[src/rtl/matvec_seq_mac.sv]
// Sequential 4x4 unsigned matrix-vector multiplier (Y = A*X) using one shared
// N x N multiplier over 16 cycles, with valid/ready handshakes on both sides.
module matvec_seq_mac #(
  parameter int N = 4
) (
  input  logic             clk,
  input  logic             rst,
  input  logic             in_valid,
  output logic             in_ready,
  input  logic [4*N-1:0]   A1,
  input  logic [4*N-1:0]   A2,
  input  logic [4*N-1:0]   A3,
  input  logic [4*N-1:0]   A4,
  input  logic [N-1:0]     X1,
  input  logic [N-1:0]     X2,
  input  logic [N-1:0]     X3,
  input  logic [N-1:0]     X4,
  output logic             out_valid,
  input  logic             out_ready,
  output logic [2*N+1:0]   Y1,
  output logic [2*N+1:0]   Y2,
  output logic [2*N+1:0]   Y3,
  output logic [2*N+1:0]   Y4
);

  localparam int AW = 2*N + 2;

  typedef enum logic [1:0] {IDLE, COMPUTE, DONE} state_t;

  state_t           state_q, state_d;
  logic [4*N-1:0]   a_q [4];
  logic [4*N-1:0]   a_d [4];
  logic [N-1:0]     x_q [4];
  logic [N-1:0]     x_d [4];
  logic [AW-1:0]    acc_q [4];
  logic [AW-1:0]    acc_d [4];
  logic [AW-1:0]    y_q [4];
  logic [AW-1:0]    y_d [4];
  logic [3:0]       idx_q, idx_d;
  logic             in_ready_q, in_ready_d;
  logic             out_valid_q, out_valid_d;

  logic [1:0]       row, col;
  logic [N-1:0]     a_el, x_el;
  logic [2*N-1:0]   prod;

  always_comb begin
    row  = idx_q[3:2];
    col  = idx_q[1:0];
    // Element 1 of each row sits in the MSBs, so column c is at slice 3-c.
    a_el = a_q[row][N*(3 - int'(col)) +: N];
    x_el = x_q[col];
    prod = {{N{1'b0}}, a_el} * {{N{1'b0}}, x_el};

    state_d     = state_q;
    a_d         = a_q;
    x_d         = x_q;
    acc_d       = acc_q;
    y_d         = y_q;
    idx_d       = idx_q;
    in_ready_d  = in_ready_q;
    out_valid_d = out_valid_q;

    case (state_q)
      IDLE: begin
        if (in_valid) begin
          a_d        = '{A1, A2, A3, A4};
          x_d        = '{X1, X2, X3, X4};
          acc_d      = '{default: '0};
          idx_d      = '0;
          in_ready_d = 1'b0;
          state_d    = COMPUTE;
        end
      end
      COMPUTE: begin
        acc_d[row] = acc_q[row] + AW'(prod);
        idx_d      = idx_q + 4'd1;
        if (idx_q == 4'd15) begin
          y_d         = acc_d;
          out_valid_d = 1'b1;
          state_d     = DONE;
        end
      end
      DONE: begin
        if (out_ready) begin
          out_valid_d = 1'b0;
          in_ready_d  = 1'b1;
          state_d     = IDLE;
        end
      end
      default: begin
        state_d     = IDLE;
        in_ready_d  = 1'b1;
        out_valid_d = 1'b0;
      end
    endcase
  end

  always_ff @(posedge clk) begin
    if (rst) begin
      state_q     <= IDLE;
      in_ready_q  <= 1'b1;
      out_valid_q <= 1'b0;
      idx_q       <= '0;
      for (int unsigned i = 0; i < 4; i++) begin
        a_q[i]   <= '0;
        x_q[i]   <= '0;
        acc_q[i] <= '0;
        y_q[i]   <= '0;
      end
    end else begin
      state_q     <= state_d;
      in_ready_q  <= in_ready_d;
      out_valid_q <= out_valid_d;
      idx_q       <= idx_d;
      for (int unsigned i = 0; i < 4; i++) begin
        a_q[i]   <= a_d[i];
        x_q[i]   <= x_d[i];
        acc_q[i] <= acc_d[i];
        y_q[i]   <= y_d[i];
      end
    end
  end

  assign in_ready  = in_ready_q;
  assign out_valid = out_valid_q;
  assign Y1 = y_q[0];
  assign Y2 = y_q[1];
  assign Y3 = y_q[2];
  assign Y4 = y_q[3];

endmodule
[config.mk]
export PLATFORM = sky130hd
export DESIGN_NAME = matvec_seq_mac
export DESIGN_NICKNAME = d
export VERILOG_FILES = /design/src/rtl/matvec_seq_mac.sv
export SDC_FILE = /design/constraint.sdc
export NUM_CORES = 1
export LEC_CHECK = 0
export ABC_AREA = 1
export CORE_MARGIN = 1
export CORE_UTILIZATION = 59
export CTS_CLUSTER_SIZE = 30
export DETAILED_ROUTE_END_ITERATION = 6
export PLACE_DENSITY = 0.83
export SLEW_MARGIN = 20
export SYNTH_ARGS = -nofsm -noshare
export SYNTH_HDL_FRONTEND = slang
export SYNTH_SLANG_ARGS = --single-unit
[constraint.sdc]
create_clock -name clk -period 9.05 [get_ports clk]
set_input_delay 1.81 -clock clk [delete_from_list [all_inputs] [get_ports clk]]
set_output_delay 1.81 -clock clk [all_outputs]
set_load 0.01 [all_outputs]
==> results of run 1 <==
[power by group]
part	leakage (nW)	switching (mW)	internal (mW)	total, mW
sequential	1.37	0.0230	0.774	0.797
combinational	2.72	0.149	0.0946	0.244
clock	0.315	0.296	0.499	0.795
total	4.41	0.469	1.37	1.84
[routing by layer]
layer | vias to the layer above | part of all wire | GRT usage
met4 | 0 | 0.025 | 0.115
met1 | 3618 | 0.44 | 0.370
met5 | - | 0 | 0
met3 | 48 | 0.058 | 0.0585
li1 | 3951 | - | -
met2 | 305 | 0.48 | 0.509
[worst max-delay path: stages (launching register included)]
cell	delay, ns
dfxtp_1	0.53
nor2_4	0.71
a22oi_1	0.22
nand2_1	0.11
nand2_1	0.05
nand2_1	0.10
inv_2	0.05
nand2_1	0.07
nand2_1	0.06
fa_1	0.47
fa_1	0.51
fa_1	0.54
inv_1	0.04
ha_1	0.35
a21oi_1	0.16
nand2_1	0.07
xor2_1	0.37
nand2_1	0.11
nand2_1	0.11
nand2_1	0.05
a21oi_1	0.13
[cell type report]
type	count	area, sq um	share of cell area
multi-input cells	832	4140	0.411
repair buffers	130	1280	0.127
well taps	180	225	0.0224
inverters	103	402	0.0399
clock inverters	10	165	0.0164
flip-flops and latches	168	3360	0.334
clock buffers	22	494	0.0491
[path summary, 6_finish.rpt]
check / from / slack (ns) / end
setup / recovery: idx_q[3] / 4.15 / acc_q[34]
hold / removal: in_ready / 0.46 / in_ready
setup reg to reg: idx_q[3] / 4.15 / acc_q[34]
hold reg to reg: in_ready / 0.46 / in_ready
[sequential cells by signal, summed over array words and instances (netlist names)]
register / cells
Y4: 10
Y2: 10
Y3: 10
in_ready: 1
x_q: 16
Y1: 10
idx_q: 4
acc_q: 40
a_q: 64
out_valid: 1
state_q: 2
[per-stage QoR]
step                std cells  power, mW  hold slack (ns)
finish                   1445       1.84            0.457
global route             1445       1.90            0.469
CTS                      1445       1.83            0.456
detailed placement       1413       1.05            0.446
global placement         1413       1.05            0.443
floorplan                1171      0.966            0.429
[kinds of logic after synthesis]
| kind of cell | Yosys count |
|---|---|
| xor+xnor | 1 |
| buf+inv | 171 |
| flops | 168 |
| fa+ha+maj | 28 |
| compound gates | 264 |
| simple gates | 539 |
[cells in the final DEF, fill, tap and decap left out, drive strengths merged]
cell           Yosys  layout
nor2             248     248
a31oi              7       7
ha                19      19
o31ai              1       1
clkbuf            23      22
o211ai             5       5
fa                 9       9
a21oi             72      72
o2111ai            1       1
o221ai             6       6
dfxtp            168     168
a21o               2       2
o22a               1       1
clkinv             0       3
nand3             48      48
bufinv             0       4
o22ai             12      12
or2                8       8
clkdlybuf4s50      0     124
inv              103     103
nand3b             1       1
nand2            231     231
xor2               1       1
nand4              2       2
a221oi             1       1
a211oi             1       1
clkinvlp           0       3
nor3               1       1
o21ai            136     136
buf               45       6
a22oi             19      19
==> metrics.cfg, run 1 <==
[clocking]
cts-root-buf = clkbuf_16
cts_setup_buffers = 0
cts_tree = done
clock_latency_ns = 0.43
cts_inserted_buffers = 17
numClockSinks = 168
htree_levels = 4
cts_resized = 0
clockBufferDepth = 2
clk_pin_slew_ns = 0.06
hold_buffers = 0

[detailed_routing]
first_iter_violations = 750
drc = 0
wl_per_cell_um = 14.3
vias_per_cell = 5.48
vias = 7922
wl_um = 20700
antenna_left = 0
drtPass1Iterations = 5

[die]
rows = 43
core_area_sq_um = 13800
die_height_um = 121
die-width_um = 121
start_util = 0.601
io_pins = 126
die_area_sq_um = 14600

[timing]
slew_headroom = 0.306
fin_skew_ns = 0.00619
fin_setup_tns_ns = 0
max_freq_mhz = 204
report.final.slew_viol_count = 0
worst_pin_slew_ns = 1.04
min_period_over_period = 0.541
rsz0062_at_grt = false
fin_ws_ns = 4.15
fin_crit_ns = 4.90
hold_viol = 0
setup_viol_count_final = 0

[grt]
grt_overflow = 0
grt_start_max_net_pins = 86
grt_antenna_before_repair = 0
grt_pass1_wl_um = 34600
grt_pass1_vias = 7355
track_usage = 0.298

[synthesis]
yosys-top-cells-area = dfxtp_1 (40%), nor2_1 (11%), nand2_1 (10%)
syn_inst = 1171
synth.avg_cell_area_sq_um = 7.10
ys_ff_latch = 168
synthFlopType = dfxtp_1
muxShareOfSynthArea = 0
synth_edf_count = 0
netlist.area_leader.share = 0.405
syn_nets = 1283
synth-xor-area-share = 0.00105
synth_area_leader_cell = dfxtp_1
synthArstFlopShare = 0
synth_warnings = 0
synth_top_family_by_area = simple AND/OR/NAND/NOR gates
synth_compound_area_frac = 0.179
synth_most_common_cell = nor2_1
synth-simple-area-share = 0.268
synth-adder-area-share = 0.0503
synthesis.area_sq_um = 8310
synth.distinct_cells = 44
ys_seq_area_frac = 0.405
ys_top_cells_by_count = nor2_1 (241), nand2_1 (228), dfxtp_1 (168)

[cells_and_area]
area_growth_pct = 21.2
drive_gt1_frac = 0.0609
n_antenna_cell = 0
fin_util = 0.729
finish.instance_area_sq_um = 10100
fillers = 1092
layout.nets = 1364

[setup_path]
crit_arrival_ns = 5.26
end_kind = register
crit_path_start_kind = register
path_class = reg -> reg
critPathMaxFanout = 31
cp_data_required_time_ns = 9.41
reg2reg_depth = 20

[place]
hpwl_um = 14000
pre_cts_slack_ns = 4.20
gp_congestion = 0.933
dpl_cell_area_sq_um = 9410
io_buffer_count = 125

[hold_path]
hp-class = reg -> reg
timing.hold.worst_path_depth = 2

[pwr]
p_leak_nw = 4.41
power_density_nw_per_um2 = 182
irDropWorstVdd_mv = 0.133

[job]
cap_violations = 0

[run_status]
run_status = complete, no violations

Power figures use the tool's default switching activity.
==> inputs of run 2 (changes only) <==
- CORE_UTILIZATION: 59 -> 49
- PLACE_DENSITY: 0.83 -> 0.73
- clock period: 9.05 -> 4.5 ns (I/O delays scaled with it)
==> metrics.cfg, run 2 (synthesis gave the netlist of run 1 again) <==
[run_status]
run_status = finished with violations
violations = DRC

[detailed_routing]
wl_per_cell_um = 14.9  ; +3.9%
vias_per_cell = 5.31  ; -3.2%
antenna_left = 0  ; unchanged
drtPass1Iterations = 7  ; +2
drc = 8  ; +8
first_iter_violations = 715  ; -4.7%
wl_um = 22500  ; +8.6%
vias = 8020  ; +1.2%

[pwr]
power_density_nw_per_um2 = 353  ; +94%
irDropWorstVdd_mv = 0.278  ; +110%
total_power_mw = 3.68  ; +100%
p_leak_nw = 4.54  ; +2.8%

[die]
die_height_um = 132  ; +9.6%
rows = 47  ; +9.3%
start_util = 0.501  ; -0.0999
io_pins = 126  ; unchanged
die-width_um = 132  ; +9.6%
core_area_sq_um = 16600  ; +20%
die_area_sq_um = 17500  ; +20%

[cells_and_area]
n_antenna_cell = 0  ; unchanged
largest_register_ffs = 64  ; unchanged
final_common_cell = nor2_1
layout.nets = 1390  ; +1.9%
area_growth_pct = 25.1
fillers = 1533  ; +40%
final_cell_mix = nor2_1 (240), nand2_1 (226), dfxtp_1 (167)
largest_register = a_q
drive_gt1_frac = 0.0883  ; +0.0274
largestRegisters = a_q: 64 flops, acc_q: 40 flops, x_q: 16 flops
finish.instance_area_sq_um = 10400  ; +3.3%

[timing]
fin_skew_ns = 0.0115  ; +0.00530 ns
report.final.slew_viol_count = 0  ; unchanged
setup_viol_count_final = 0  ; unchanged
slew_headroom = 0.308  ; +0.00254
fin_ws_ns = 0.234  ; -3.92 ns
min_period_over_period = 0.948  ; +0.406
fin_setup_tns_ns = 0  ; unchanged
max_freq_mhz = 234  ; +15%
worst_pin_slew_ns = 1.04  ; -0.00381 ns
hold_viol = 0  ; unchanged
fin_crit_ns = 4.27  ; -0.635 ns

[grt]
grt_pass1_vias = 7521  ; +2.3%
grt_antenna_before_repair = 0  ; unchanged
grt_overflow = 0  ; unchanged
grt_start_max_net_pins = 77  ; -10%
grt_pass1_wl_um = 36500  ; +5.6%
track_usage = 0.259  ; -0.0390

[job]
cap_violations = 0  ; unchanged

[setup_path]
reg2reg_from = idx_q[2]
slowest_stage = fa_1
crit_path_start_kind = register
end_kind = register
cp_num_cells = 24  ; +20%
path_class = reg -> reg
critPathBufInv = 4  ; +2
crit_arrival_ns = 4.63  ; -0.63 ns
cp-startpoint = idx_q[2]
cp_top_family = adder cells
reg2reg_slack_ns = 0.23  ; -3.92 ns
cp_data_required_time_ns = 4.86  ; -4.55 ns
reg2reg_depth = 24  ; +20%
cp_cell_sequence = buf_12 -> nor2_4 -> buf_12 -> buf_4 -> nand2_1 -> nand4_1 -> o211ai_2 -> nand2_1 -> nand2_1 -> fa_1 -> fa_1 -> fa_1 -> inv_1 -> ha_4 -> nand2_1 -> nand2_1 -> nand3_1 -> nand2_1 -> nand2_1 -> nand2_2 -> nand2_1 -> nand2_1 -> nand2_1 -> a21oi_1
cp_slowest_stage_delay_ns = 0.54  ; -0.17 ns
critPathMaxFanout = 16  ; -48%
rr_endpoint = acc_q[17]
endpoint = acc_q[17]
cpMostUsedCell = nand2_1

[clocking]
clk_pin_slew_ns = 0.07  ; about the same
cts_tree = done
cts_inserted_buffers = 17  ; unchanged
clock_latency_ns = 0.44  ; about the same
numClockSinks = 168  ; unchanged
cts-root-buf = clkbuf_16
htree_levels = 4  ; unchanged
clockBufferDepth = 2  ; unchanged

[hold_path]
hp-class = reg -> reg
min_from = in_ready

[place]
hpwl_um = 14900  ; +6.8%
io_buffer_count = 125  ; unchanged
pre_cts_slack_ns = 0.0236  ; -4.18 ns
dpl_cell_area_sq_um = 9610  ; +2.1%
gp_congestion = 0.926  ; -0.65%

[run 2: cell types whose count changed in the layout (fill, tap and decap cells not counted), sizes merged]
cell      delta
buf         +24
inv          +6
clkbuf       -4
nor2         +2
bufinv       -1
clkinvlp     -1
[run 2: worst min path at each step]
| stage | endpoint | slack, ns | cells after the start |
|---|---|---|---|
| 2_1_floorplan | x_q[6] | 0.43 | 2 |
| 3_3_place_gp | in_ready | 0.44 | 2 |
| 3_5_place_dp | in_ready | 0.45 | 2 |
| 4_1_cts | in_ready | 0.45 | 2 |
| 5_1_grt | acc_q[38] | 0.49 | 2 |
| 6_report | in_ready | 0.45 | 2 |
[run 2: where the power goes]
part           switching, mW  internal (mW)  leakage, nW
Clock                  0.652          0.903        0.300
Sequential            0.0414           1.56         1.37
Combinational          0.313          0.211         2.86
[run 2: tightest hold or removal path: cells and delay by family (launching register included)]
family | cells | cell delay, ns
compound gates | 1 | 0.06
simple gates | 1 | 0.04
flops | 1 | 0.31
[run 2: metrics by stage]
| stage | std cells | util | hold slack (ns) |
|---|---|---|---|
| after floorplan | 1171 | - | 0.429 |
| after global placement | 1468 | 0.580 | 0.439 |
| after detailed placement | 1468 | 0.580 | 0.446 |
| after CTS | 1500 | 0.617 | 0.455 |
| after global routing | 1511 | 0.627 | 0.488 |
| final | 1511 | 0.627 | 0.451 |
[run 2: layout make-up]
class                           instances  area (sq um)  share of cell area
Clock inverter                         14           186              0.0179
Sequential cell                       168          3360               0.323
Multi-Input combinational cell        834          4220               0.405
Inverter                              103           402              0.0386
Timing Repair Buffer                  154          1520               0.146
Clock buffer                           18           439              0.0422
Tap cell                              220           275              0.0265
[run 2: layer usage]
metal | track usage | vias to the layer above | part of all wire
li1 | - | 4006 | -
met1 | 0.337 | 3673 | 0.45
met2 | 0.429 | 288 | 0.47
met3 | 0.0408 | 53 | 0.053
met4 | 0.109 | 0 | 0.026
met5 | 0 | - | 0
[run 2: timing repair]
action | CTS | global route
hold buffers | 0 | 0
resized for setup | 0 | 15
setup endpoints to repair | 0 | 54
setup buffers | 0 | 9
